## config.mk

```make
export PLATFORM = sky130hd
export DESIGN_NAME = tutorial_control_unit
export DESIGN_NICKNAME = d
export VERILOG_FILES = /design/src/rtl/tutorial_control_unit.sv
export SDC_FILE = /design/constraint.sdc
export NUM_CORES = 1
export LEC_CHECK = 0
export BUFFER_PORTS_ARGS = -buffer_cell sky130_fd_sc_hd__buf_2
export CORE_MARGIN = 2
export CORE_UTILIZATION = 52
export DETAILED_ROUTE_END_ITERATION = 10
export PLACE_DENSITY = 0.83
export SETUP_SLACK_MARGIN = 0.02
export SLEW_MARGIN = 0
export SYNTH_ARGS = -nofsm -noshare
export SYNTH_HDL_FRONTEND = slang
export SYNTH_SLANG_ARGS = --single-unit
```

## constraint.sdc

```tcl
create_clock -name clock -period 2.1 [get_ports clock]
set_input_delay 0.105 -clock clock [delete_from_list [all_inputs] [get_ports clock]]
set_output_delay 0.105 -clock clock [all_outputs]
set_load 0.02 [all_outputs]
```

## src/rtl/tutorial_control_unit.sv

```systemverilog
// Instruction sequencer for the tutorial Datapath: accepts one encoded instruction,
// then steps the register strobes and immediates through its T-states.
module tutorial_control_unit #(
  parameter int IMM_W = 8,
  parameter int CNT_W = 16
) (
  input  logic               clock,
  input  logic               clear,
  input  logic               instr_valid,
  output logic               instr_ready,
  input  logic [8+IMM_W-1:0] instr,
  output logic               RAout,
  output logic               RBout,
  output logic               RZout,
  output logic               RAin,
  output logic               RBin,
  output logic               RZin,
  output logic [IMM_W-1:0]   AddImmediate,
  output logic [IMM_W-1:0]   RegisterAImmediate,
  output logic               done,
  output logic               illegal,
  output logic               halted,
  output logic [CNT_W-1:0]   retired
);

  localparam int INSTR_W = 8 + IMM_W;

  typedef enum logic [2:0] {
    ST_IDLE,
    ST_DEC,
    ST_S1,
    ST_S2,
    ST_HLT
  } state_e;

  localparam logic [3:0] OP_NOP  = 4'h0;
  localparam logic [3:0] OP_LDI  = 4'h1;
  localparam logic [3:0] OP_ADDI = 4'h2;
  localparam logic [3:0] OP_MV   = 4'h3;
  localparam logic [3:0] OP_HALT = 4'hF;

  localparam logic [1:0] REG_A = 2'd0;
  localparam logic [1:0] REG_B = 2'd1;
  localparam logic [1:0] REG_Z = 2'd2;

  typedef struct packed {
    logic             ready;
    logic             a_out;
    logic             b_out;
    logic             z_out;
    logic             a_in;
    logic             b_in;
    logic             z_in;
    logic [IMM_W-1:0] add_imm;
    logic [IMM_W-1:0] reg_a_imm;
    logic             done;
    logic             illegal;
    logic             halted;
  } ctrl_t;

  function automatic logic legal_instr(input logic [INSTR_W-1:0] ir);
    logic [3:0] op;
    logic [1:0] rd;
    logic [1:0] rs;
    op = ir[INSTR_W-1 -: 4];
    rd = ir[IMM_W+3 -: 2];
    rs = ir[IMM_W+1 -: 2];
    case (op)
      OP_NOP, OP_HALT: return 1'b1;
      OP_LDI:          return rd == REG_A;
      OP_ADDI:         return (rd == REG_A || rd == REG_B) && (rs == REG_A || rs == REG_B);
      OP_MV:           return (rd == REG_A || rd == REG_B) && (rs != 2'd3) && (rd != rs);
      default:         return 1'b0;
    endcase
  endfunction

  // Moore decode: every control output is a pure function of (state, IR).
  function automatic ctrl_t decode(input state_e st, input logic [INSTR_W-1:0] ir);
    ctrl_t            c;
    logic [3:0]       op;
    logic [1:0]       rd;
    logic [1:0]       rs;
    logic [IMM_W-1:0] imm;
    c   = '0;
    op  = ir[INSTR_W-1 -: 4];
    rd  = ir[IMM_W+3 -: 2];
    rs  = ir[IMM_W+1 -: 2];
    imm = ir[IMM_W-1:0];
    case (st)
      ST_IDLE: c.ready = 1'b1;
      ST_DEC: begin
        if (!legal_instr(ir)) begin
          c.done    = 1'b1;
          c.illegal = 1'b1;
        end else if (op == OP_NOP || op == OP_HALT) begin
          c.done = 1'b1;
        end
      end
      ST_S1: begin
        if (op == OP_LDI) begin
          c.reg_a_imm = imm;
          c.a_in      = 1'b1;
          c.done      = 1'b1;
        end else begin
          c.a_out = (rs == REG_A);
          c.b_out = (rs == REG_B);
          c.z_out = (rs == REG_Z);
          if (op == OP_ADDI) begin
            c.add_imm = imm;
            c.z_in    = 1'b1;
          end else begin
            c.a_in = (rd == REG_A);
            c.b_in = (rd == REG_B);
            c.done = 1'b1;
          end
        end
      end
      ST_S2: begin
        c.z_out = 1'b1;
        c.a_in  = (rd == REG_A);
        c.b_in  = (rd == REG_B);
        c.done  = 1'b1;
      end
      ST_HLT:  c.halted = 1'b1;
      default: c = '0;
    endcase
    return c;
  endfunction

  state_e             state_q, state_d;
  logic [INSTR_W-1:0] ir_q, ir_d;
  ctrl_t              ctrl_q, ctrl_d;
  logic [CNT_W-1:0]   retired_q, retired_d;
  logic [3:0]         ir_op;

  assign ir_op = ir_q[INSTR_W-1 -: 4];

  // NOTE: every variable gets a default at the top of always_comb so no path can infer a latch.
  always_comb begin
    state_d   = state_q;
    ir_d      = ir_q;
    retired_d = retired_q;
    case (state_q)
      ST_IDLE: begin
        if (instr_valid && ctrl_q.ready) begin
          ir_d    = instr;
          state_d = ST_DEC;
        end
      end
      ST_DEC: begin
        if (!legal_instr(ir_q) || ir_op == OP_NOP) state_d = ST_IDLE;
        else if (ir_op == OP_HALT)                 state_d = ST_HLT;
        else                                       state_d = ST_S1;
      end
      ST_S1:   state_d = (ir_op == OP_ADDI) ? ST_S2 : ST_IDLE;
      ST_S2:   state_d = ST_IDLE;
      ST_HLT:  state_d = ST_HLT;
      default: state_d = ST_IDLE;
    endcase
    // Outputs are registered from the next state so they line up with state_q.
    ctrl_d = decode(state_d, ir_d);
    if (ctrl_q.done && !ctrl_q.illegal) retired_d = retired_q + {{(CNT_W-1){1'b0}}, 1'b1};
  end

  // NOTE: sequential state uses non-blocking assignments so all flops update together at the edge.
  always_ff @(posedge clock) begin
    if (clear) begin
      state_q   <= ST_IDLE;
      ir_q      <= '0;
      ctrl_q    <= decode(ST_IDLE, '0);
      retired_q <= '0;
    end else begin
      state_q   <= state_d;
      ir_q      <= ir_d;
      ctrl_q    <= ctrl_d;
      retired_q <= retired_d;
    end
  end

  assign instr_ready        = ctrl_q.ready;
  assign RAout              = ctrl_q.a_out;
  assign RBout              = ctrl_q.b_out;
  assign RZout              = ctrl_q.z_out;
  assign RAin               = ctrl_q.a_in;
  assign RBin               = ctrl_q.b_in;
  assign RZin               = ctrl_q.z_in;
  assign AddImmediate       = ctrl_q.add_imm;
  assign RegisterAImmediate = ctrl_q.reg_a_imm;
  assign done               = ctrl_q.done;
  assign illegal            = ctrl_q.illegal;
  assign halted             = ctrl_q.halted;
  assign retired            = retired_q;

endmodule

```

==> out/qor.csv, run 1 <==
metric,value,unit
CTS Buf Count,9,
n_diodes,0,
PD cells,893,mW/mm2
"commonest cells after routing, fill and taps aside","61 x dfxtp_1, 60 x buf_2, 40 x nor2_1",
footprint of the multi-input gates,0.00115,mm2
CP Launch Type,register,
WHS Path Cells,3,
Initial Utilization,54.9,%
HPWL after DPL,3840,um
Max Cap Viol,0,
unrepaired setup endpoints after global routing,no,
CTS tree,built,
register area share after synthesis,50.1,%
post-place setup slack,237,ps
WL/cell,14.5,um
Mapped Nets,279,
final worst clock skew,8.34,ps
layout cell share with drive strength beyond 1,30.2,%
Synth cell types,45,
Die W,72.5,um
worst-case reg-to-reg path depth,4,
relative slew slack,60.8,%
chip height,72.5,um
GRT Util Overall,23.1,%
Ys Warns,0,
clk root buf,clkbuf_8,
PortBufs,60,
drc violations,0,
Hold Path Origin,instr[13],
min Tclk post-route,1880,ps
fin crit share,89.5,%
Reg2Reg Setup Slack,220,ps
first-pass GRT wire length,9360,um
Setup CP Type,register to register,
final number of max-transition violations,0,
# H-tree levels,3,
Tightest Pin Transition,586,ps
vias per cell,5.49,
Placed Area,0.00280,mm2
Pleak,1.29,nW
"Primary FF master, synth",dfxtp_1,
HP Class,input pin to register,
WL final,5560,um
outcome,"finished, final reports clean",
total die area,0.00526,mm2
total grt overflow,0,
Sum Neg Setup Slack,0,ps
endpoints failing hold,0,
Post-synth ARST share,0,%
Placeable Area,0.00444,mm2
# setup viols final,0,
WP data arrival,2090,ps
Clock Path Buffers,2,
Clock Latency Late Sink,340,ps
Final Net Count,346,
worst setup margin,220,ps
first-pass iteration count of the detailed router,4,
"most common cell after layout, fill and taps aside",dfxtp_1,
VDD IR-drop max,728,uV
clock sinks,61,
mapped cell area,0.00244,mm2
Synth Instances,259,
row count,24,
Post-synth EDFFs,0,
initial drt markers,179,
FILL cells,352,
"Endpoint, Worst Hold",ir_q[13],
Register Area,0.00122,mm2
ANT nets after route,0,
cell taking the most area after synthesis,dfxtp_1,
Synth area leaders,"dfxtp_1 50%, nor2_1 6.2%, mux2i_1 4.5%, nand2_1 3.7%, nor3_2 3.3%",
#FFs+latches synth,61,
Syn Area/Cell,9.42,um2
CP Capture Type,register,
RD Place Congestion,0.980,
largest net degree at the start of global routing,38,
IO Count,61,
reg2reg start,state_q[2],
via count,2104,
Worst-path clk slew,70,ps
initial antenna violation count,0,
r2r endpoint,AddImmediate[7],
post-synth top area share,50.1,%
Max Fclk,0.532,GHz
post-layout instance area,0.00306,mm2
area grow syn2layout,25.2,%
hold buffers post-CTS,0,
number of global-route vias before repair,2029,
crit path max fanout,13,
Critical Path RT,2310,ps
-- cell usage after synthesis (4+ instances only) --
cell type,n
a21oi_1,14
buf_2,4
clkbuf_1,4
dfxtp_1,61
inv_1,7
mux2i_1,11
nand2_1,24
nand2b_1,4
nand3_1,7
nand4_1,5
nor2_1,40
nor3_1,11
nor3_2,8
o21ai_0,5
or3_1,4
xnor2_1,7
xor2_1,5
-- kinds of logic after synthesis --
logic type,after synthesis,share of synthesized area [%]
buffers and inverters,18,3.59
XOR/XNOR,12,4.31
AND/OR/NAND/NOR,124,28.4
AO/OA/AOI/OAI,31,8.00
multiplexers,12,5.13
flip-flops,61,50.1
adder cells (fa/ha/maj),1,0.513
-- stage by stage --
stage	total power, mW	hold slack [ps]	util (%)	cells
2_1_floorplan	1.40	241	-	259
3_3_place_gp	1.46	398	63.1	367
3_5_place_dp	1.47	401	63.1	367
4_1_cts	2.74	35.5	68.6	383
5_1_grt	2.82	56.6	68.8	383
6_report	2.73	50.4	68.8	383
-- how the worst max path moves through the flow --
stage	end	depth (start not counted)	startpoint
2_1_floorplan	AddImmediate[0]	6	instr_ready
3_3_place_gp	ir_q[5]	5	state_q[2]
3_5_place_dp	AddImmediate[5]	5	state_q[2]
4_1_cts	ir_q[5]	5	state_q[2]
5_1_grt	RBout	6	instr_ready
6_report	AddImmediate[7]	4	state_q[2]
-- report_power, final --
part           switching, mW  leakage [nW]  internal [mW]  total (mW)
sequential            0.0276         0.495           1.19        1.22
combinational          0.143         0.671         0.0921       0.235
clock                  0.484         0.120          0.794        1.28
total                  0.655          1.29           2.07        2.73
-- flip-flops by register name, indices dropped and copies added (netlist names) --
name	cells
state_q	3
RegisterAImmediate	8
RZout	1
done	1
RAin	1
RBin	1
AddImmediate	8
retired	16
RBout	1
illegal	1
RZin	1
halted	1
instr_ready	1
RAout	1
ir_q	16
-- critical path: stages, from the launching register on --
cell and delay (ps):
dfxtp_1 400, or4_4 610, nand2_1 140, o31a_1 480, nor3_2 110
-- layer usage --
layer / part of all wire (%) / track usage [%]
met1: 43 / 28.5
met2: 49 / 36.6
met3: 6.9 / 8.47
met4: 1.0 / 9.67
met5: 0 / 0
-- layout make-up --
cell class / count / share of cell area (%)
multi-input combinational: 180 / 37.5
sequential: 61 / 40.0
timing repair buffer: 67 / 11.5
clock buffer: 9 / 4.05
clock inverter: 7 / 3.93
inverter: 7 / 0.860
tap: 52 / 2.13
-- repair_timing --
action                                  4_1_cts  5_1_grt
buffers inserted                              0        0
endpoints found under the setup margin        0        5
gates resized for setup                       0        1
Note: power is estimated with default switching activity, not from simulation.
==> inputs of run 2 (changes only) <==
- ABC_AREA: unset -> 1
- CORE_UTILIZATION: 52 -> 53
- PLACE_DENSITY: 0.83 -> 0.84
==> run 2 against run 1 <==
Compared with the run above: critical path depth is 5 higher; wire length shrank 1.5%; synthesized area grew 8.0%; non-clock buffer count fell by 5; via count grew 7.0%; register-to-register slack improved by 40 ps; worst hold slack improved by 18 ps; total power rose by 12%; maximum frequency is 2.4% higher; combinational power rose by 84%; clock power grew 9%; sequential cell count unchanged; critical path type unchanged.
==> out/qor.csv, run 2 <==
metric,value,unit,change
outcome,"finished, final reports clean",,
ANT nets after route,0,,unchanged
HP Class,input pin to register,,
Post-synth ARST share,0,%,unchanged
origin of the worst setup path,retired[0],,
WL/cell,11.7,um,-19%
unrepaired setup endpoints after global routing,no,,
Initial Utilization,55.4,%,+0.52 points
WP data arrival,2060,ps,-30 ps
HPWL after DPL,3890,um,+1.3%
Max Cap Viol,0,,unchanged
Post-synth top cells,"65 x nand2_1, 61 x dfxtp_1, 46 x nor2_1",,
WL final,5470,um,-1.5%
Hold Path Origin,instr[3],,
Ys Warns,0,,unchanged
post-synth top area share,46.3,%,-3.7 points
endpoints failing hold,0,,unchanged
# H-tree levels,3,,unchanged
Syn Area/Cell,8.03,um2,-15%
first-pass GRT wire length,9180,um,-1.9%
xor and xnor area share after synthesis,0.332,%,-4.0 points
chip height,74.5,um,+2.8%
post-layout instance area,0.00328,mm2,+7.4%
Die W,74.5,um,+2.8%
crit path max fanout,4,,-9
Final Net Count,415,,+20%
CP Capture Type,register,,
final number of max-transition violations,0,,unchanged
initial antenna violation count,0,,unchanged
initial drt markers,98,,-45%
reg2reg start,retired[0],,
CTS Buf Count,9,,unchanged
RD Place Congestion,0.835,,-15%
VDD IR-drop max,714,uV,-1.9%
cell taking the most area after synthesis,dfxtp_1,,
FILL cells,387,,+9.9%
final worst clock skew,7.45,ps,-0.893 ps
largest net degree at the start of global routing,23,,-39%
Post-synth EDFFs,0,,unchanged
hold buffers post-CTS,0,,unchanged
"commonest cells after routing, fill and taps aside","65 x nand2_1, 61 x dfxtp_1, 60 x buf_2",,
Mapped Nets,348,,+25%
Register Area,0.00122,mm2,unchanged
via count,2252,,+7.0%
PortBufs,60,,unchanged
total grt overflow,0,,unchanged
# setup viols final,0,,unchanged
Synth Instances,328,,+27%
min Tclk post-route,1840,ps,-44.9 ps
#FFs+latches synth,61,,unchanged
n_diodes,0,,unchanged
Synth area leaders,"dfxtp_1 46%, nand2_1 9.3%, nor2_1 6.6%, inv_1 5.4%, nor3_2 4.2%",,
clk root buf,clkbuf_8,,
clock sinks,61,,unchanged
drc violations,0,,unchanged
relative slew slack,67.0,%,+6.2 points
fin cells,467,,+22%
first-pass iteration count of the detailed router,4,,unchanged
vias per cell,4.82,,-12%
number of placed cells counting well taps,451,,+23%
Clock Path Buffers,2,,unchanged
layout cell share with drive strength beyond 1,30.3,%,+0.039 points
mapped cell area,0.00264,mm2,+8.0%
"most common cell after layout, fill and taps aside",nand2_1,,
GRT Util Overall,21.7,%,-1.4 points
"Primary FF master, synth",dfxtp_1,,
PD cells,933,mW/mm2,+4.5%
Post-Synth Adder-Cell Area,0.475,%,-0.038 points
Placed Area,0.00301,mm2,+7.4%
total die area,0.00555,mm2,+5.6%
Setup CP Type,register to register,,
register area share after synthesis,46.3,%,-3.7 points
IO Count,61,,unchanged
Pleak,1.61,nW,+25%
Compound-Gate Fraction of Synth Area,6.13,%,-1.9 points
Synth cell types,33,,-27%
row count,25,,+4.2%
mux cell area share after synthesis,3.04,%,-2.1 points
number of global-route vias before repair,2074,,+2.2%
Tightest Pin Transition,495,ps,-91.1 ps
CP Launch Type,register,,
footprint of the multi-input gates,0.00122,mm2,+6.6%
CTS tree,built,,
Resized Gates After CTS,0,,unchanged
area grow syn2layout,24.5,%,
simple logic cell fraction of the synthesized area,36.4,%,+8.0 points
Max Fclk,0.545,GHz,+2.4%
Critical Path RT,2330,ps,+20 ps
Placeable Area,0.00475,mm2,+7.0%
Sum Neg Setup Slack,0,ps,unchanged
Clock Latency Late Sink,330,ps,about the same
Post-CTS Setup Bufs,0,,unchanged
largest family of logic cells by synthesized area,simple AND/OR/NAND/NOR gates,,
fin crit share,87.4,%,-2.1 points
most common cell in the netlist,nand2_1,,
Worst-path clk slew,70,ps,about the same
[run 2: changes by cell type after synthesis, moves of 5 or more]
cell	previous run	this run
nand2_4	0	5
nor2_1	40	46
xor2_1	5	0
nor2_2	0	5
nand2_2	0	6
xnor2_1	7	1
inv_1	7	38
inv_2	0	7
nand2_1	24	65
[run 2: cell type report]
class,instances,area share (%)
clock buffers,9,3.78
clock inverters,7,4.46
inverters,45,5.15
multi-input cells,216,37.2
flip-flops and latches,61,37.2
well taps,67,2.56
repair buffers,62,9.61
[run 2: metrics by stage]
| stage | hold WS (ps) | utilization (%) | worst slack [ps] | total power, mW |
|---|---|---|---|---|
| 3_5_place_dp | 416 | 63.3 | 270 | 1.69 |
| 2_1_floorplan | 286 | - | 349 | 1.59 |
| 6_report | 68.9 | 69.0 | 264 | 3.06 |
| 5_1_grt | 78.5 | 69.0 | 20.1 | 3.20 |
| 3_3_place_gp | 408 | 63.3 | 320 | 1.68 |
| 4_1_cts | 59.6 | 69.0 | 236 | 3.08 |
[run 2: layer usage]
metal  global-route usage [%]  routed length [um]
met1                     27.6                2500
met5                        0                   0
met2                     35.9                2630
met3                     4.61                 285
met4                     8.93                  58
[run 2: final timing paths]
kind / to / slack [ps] / cells past startpoint
setup reg to reg: retired[15] / 260 / 9
hold / removal: ir_q[3] / 70 / 3
hold reg to reg: retired[8] / 500 / 2
setup / recovery: retired[15] / 260 / 9
[run 2: cells by family (layout without fill, tap and decap cells)]
family	Yosys count	count (layout)
buffers and inverters	51	123
AND/OR/NAND/NOR	176	176
multiplexers	8	8
XOR/XNOR	1	1
flip-flops	61	61
adder cells (fa/ha/maj)	1	1
AO/OA/AOI/OAI	30	30
[run 2: report_power, final]
part / internal [mW] / switching (mW) / leakage, nW / total [mW]
Combinational: 0.142 / 0.290 / 0.980 / 0.433
Sequential: 1.20 / 0.0328 / 0.495 / 1.23
Clock: 0.916 / 0.477 / 0.134 / 1.39
Total: 2.26 / 0.800 / 1.61 / 3.06
[run 2: worst max-delay path, cell delays in order (launching register included)]
cell and delay [ps]:
dfxtp_1 380, inv_1 70, nor4_1 370, nand2_1 180, nor2_2 160, nand2_1 150
nor2_2 160, nand2_1 80, o21ai_1 120, a21oi_1 50
==> inputs of run 3 (changes only) <==
- PLACE_DENSITY: 0.84 -> 0.79
==> run 3 against run 2 <==
Compared with the run above: clock-buffer cell count is the same; sequential share of layout area grew 1.2 points; critical path depth is 3 higher; register-to-register slack is essentially flat; largest cell class is now multi-input combinational cells.
==> out/qor.csv, run 3 (synthesized netlist as in run 2, its figures left out) <==
metric,value,unit,change
Tightest Pin Transition,373,ps,-122 ps
Placed Area,0.00301,mm2,unchanged
initial drt markers,119,,+21%
FILL cells,449,,+16%
row count,25,,unchanged
VDD IR-drop max,570,uV,-20%
Final Net Count,415,,unchanged
sw power,0.776,mW,-3.0%
final worst clock skew,5.81,ps,-1.64 ps
fin crit share,87.0,%,-0.44 points
outcome,"finished, final reports clean",,
n_diodes,0,,unchanged
area grow syn2layout,20.8,%,
Critical Path RT,2310,ps,-20 ps
clk root buf,clkbuf_8,,
ANT nets after route,0,,unchanged
endpoints failing hold,0,,unchanged
Reg2Reg Setup Slack,270,ps,about the same
total grt overflow,0,,unchanged
WP data arrival,2030,ps,-30 ps
clock share of power,33.9,%,-12 points
"most common cell after layout, fill and taps aside",nand2_1,,
first-pass GRT wire length,9050,um,-1.4%
power share of the sequential group,48.7,%,+8.4 points
HPWL after DPL,4000,um,+2.8%
CTS tree,built,,
Sum Neg Setup Slack,0,ps,unchanged
crit-path most repeated cell,nand2_1,,
layout cell share with drive strength beyond 1,30.8,%,+0.50 points
combinational share of power,17.3,%,+3.2 points
# H-tree levels,3,,unchanged
clock sinks,61,,unchanged
PortBufs,60,,unchanged
# setup viols final,0,,unchanged
Slowest cell on crit path,dfxtp_1,,
Resized Gates After CTS,0,,unchanged
GRT Util Overall,21.4,%,-0.32 points
"delay-heaviest family, CP",simple AND/OR/NAND/NOR gates,,
Die W,74.5,um,unchanged
Max Fclk,0.548,GHz,+0.50%
first-pass iteration count of the detailed router,4,,unchanged
Clock Latency Late Sink,330,ps,about the same
initial antenna violation count,0,,unchanged
drc violations,0,,unchanged
CTS Buf Count,9,,unchanged
WL/cell,11.6,um,-0.60%
Max Cap Viol,0,,unchanged
chip height,74.5,um,unchanged
"commonest cells after routing, fill and taps aside","65 x nand2_1, 60 x dfxtp_1, 60 x buf_2",,
Buf/Inv on CP,0,,-1
CP Capture Type,register,,
CP Launch Type,register,,
fin util,66.9,%,-2.1 points
Pleak,1.56,nW,-3.3%
Setup CP Type,register to register,,
unrepaired setup endpoints after global routing,no,,
Register Area,0.00122,mm2,+0.10%
CP cell instances,nor2_4 > nand3_4 > nand2_1 > nand2_2 > nor2_2 > nand2_1 > nor2_1 > nor2_1 > nand3_1 > nand2_1 > nand2_1 > a21oi_1,,
PD cells,798,mW/mm2,-14%
Post-CTS Setup Bufs,0,,unchanged
IO Count,61,,unchanged
crit path max fanout,8,,+4
final number of max-transition violations,0,,unchanged
relative slew slack,74.4,%,+7.4 points
Clock Path Buffers,2,,unchanged
HP Class,input pin to register,,
hold buffers post-CTS,0,,unchanged
P_int,1.76,mW,-22%
Worst-path clk slew,60,ps,about the same
sw frac,30.6,%,+4.4 points
post-layout instance area,0.00318,mm2,-3.0%
footprint of the multi-input gates,0.00122,mm2,+0.31%
vias per cell,4.85,,+0.53%
Initial Utilization,55.4,%,unchanged
Placeable Area,0.00475,mm2,unchanged
via count,2264,,+0.53%
min Tclk post-route,1830,ps,-9.16 ps
number of global-route vias before repair,2102,,+1.4%
total die area,0.00555,mm2,unchanged
largest net degree at the start of global routing,32,,+39%
max incr delay on CP,360,ps,-20 ps
RD Place Congestion,0.849,,+1.7%
WL final,5440,um,-0.60%
## run 3: changes by cell type in the layout (fill, tap and decap cells not counted), sizes merged
cell / change
bufinv: -4
clkinv: +2
clkinvlp: +3
inv: -1
## run 3: layout make-up
type,instances,share of cell area (%)
multi-input cells,216,38.5
flip-flops and latches,61,38.4
clock inverters,7,1.34
repair buffers,62,9.91
inverters,45,5.31
clock buffers,9,3.89
well taps,67,2.63
## run 3: worst paths after layout
check / start / endpoint / depth (start not counted)
worst max-delay path: state_q[1] / done / 12
worst min-delay path: clear / ir_q[8] / 2
worst max register to register: state_q[1] / done / 12
worst min register to register: retired[15] / retired[15] / 2
## run 3: worst reg2reg max path: stages, from the launching register on
cell     delay [ps]
dfxtp_1         360
nor2_4          230
nand3_4         160
nand2_1         110
nand2_2         100
nor2_2          160
nand2_1         100
nor2_1          120
nor2_1           70
nand3_1         100
nand2_1          60
nand2_1          80
a21oi_1          60
## run 3: through the flow
stage	setup WS (ps)	std cells	power (mW)	hold slack [ps]
finish	274	467	2.54	75.2
global route	40.1	467	2.67	83.0
CTS	212	467	2.55	71.2
detailed placement	264	451	1.70	410
global placement	342	451	1.68	409
floorplan	349	328	1.59	286
## run 3: routing by layer
metal,wire length (um),global-route usage (%)
met5,0,0
met4,96,9.52
met3,334,5.96
met2,2550,33.2
met1,2450,27.8
## run 3: power by group through the flow
stage          sequential (mW)  clock (mW)  combinational, mW
3_3_place_gp              1.26           0              0.423
4_1_cts                   1.24       0.875              0.437
3_5_place_dp              1.26           0              0.434
2_1_floorplan             1.27           0              0.320
5_1_grt                   1.24       0.934              0.494
6_report                  1.24       0.862              0.440
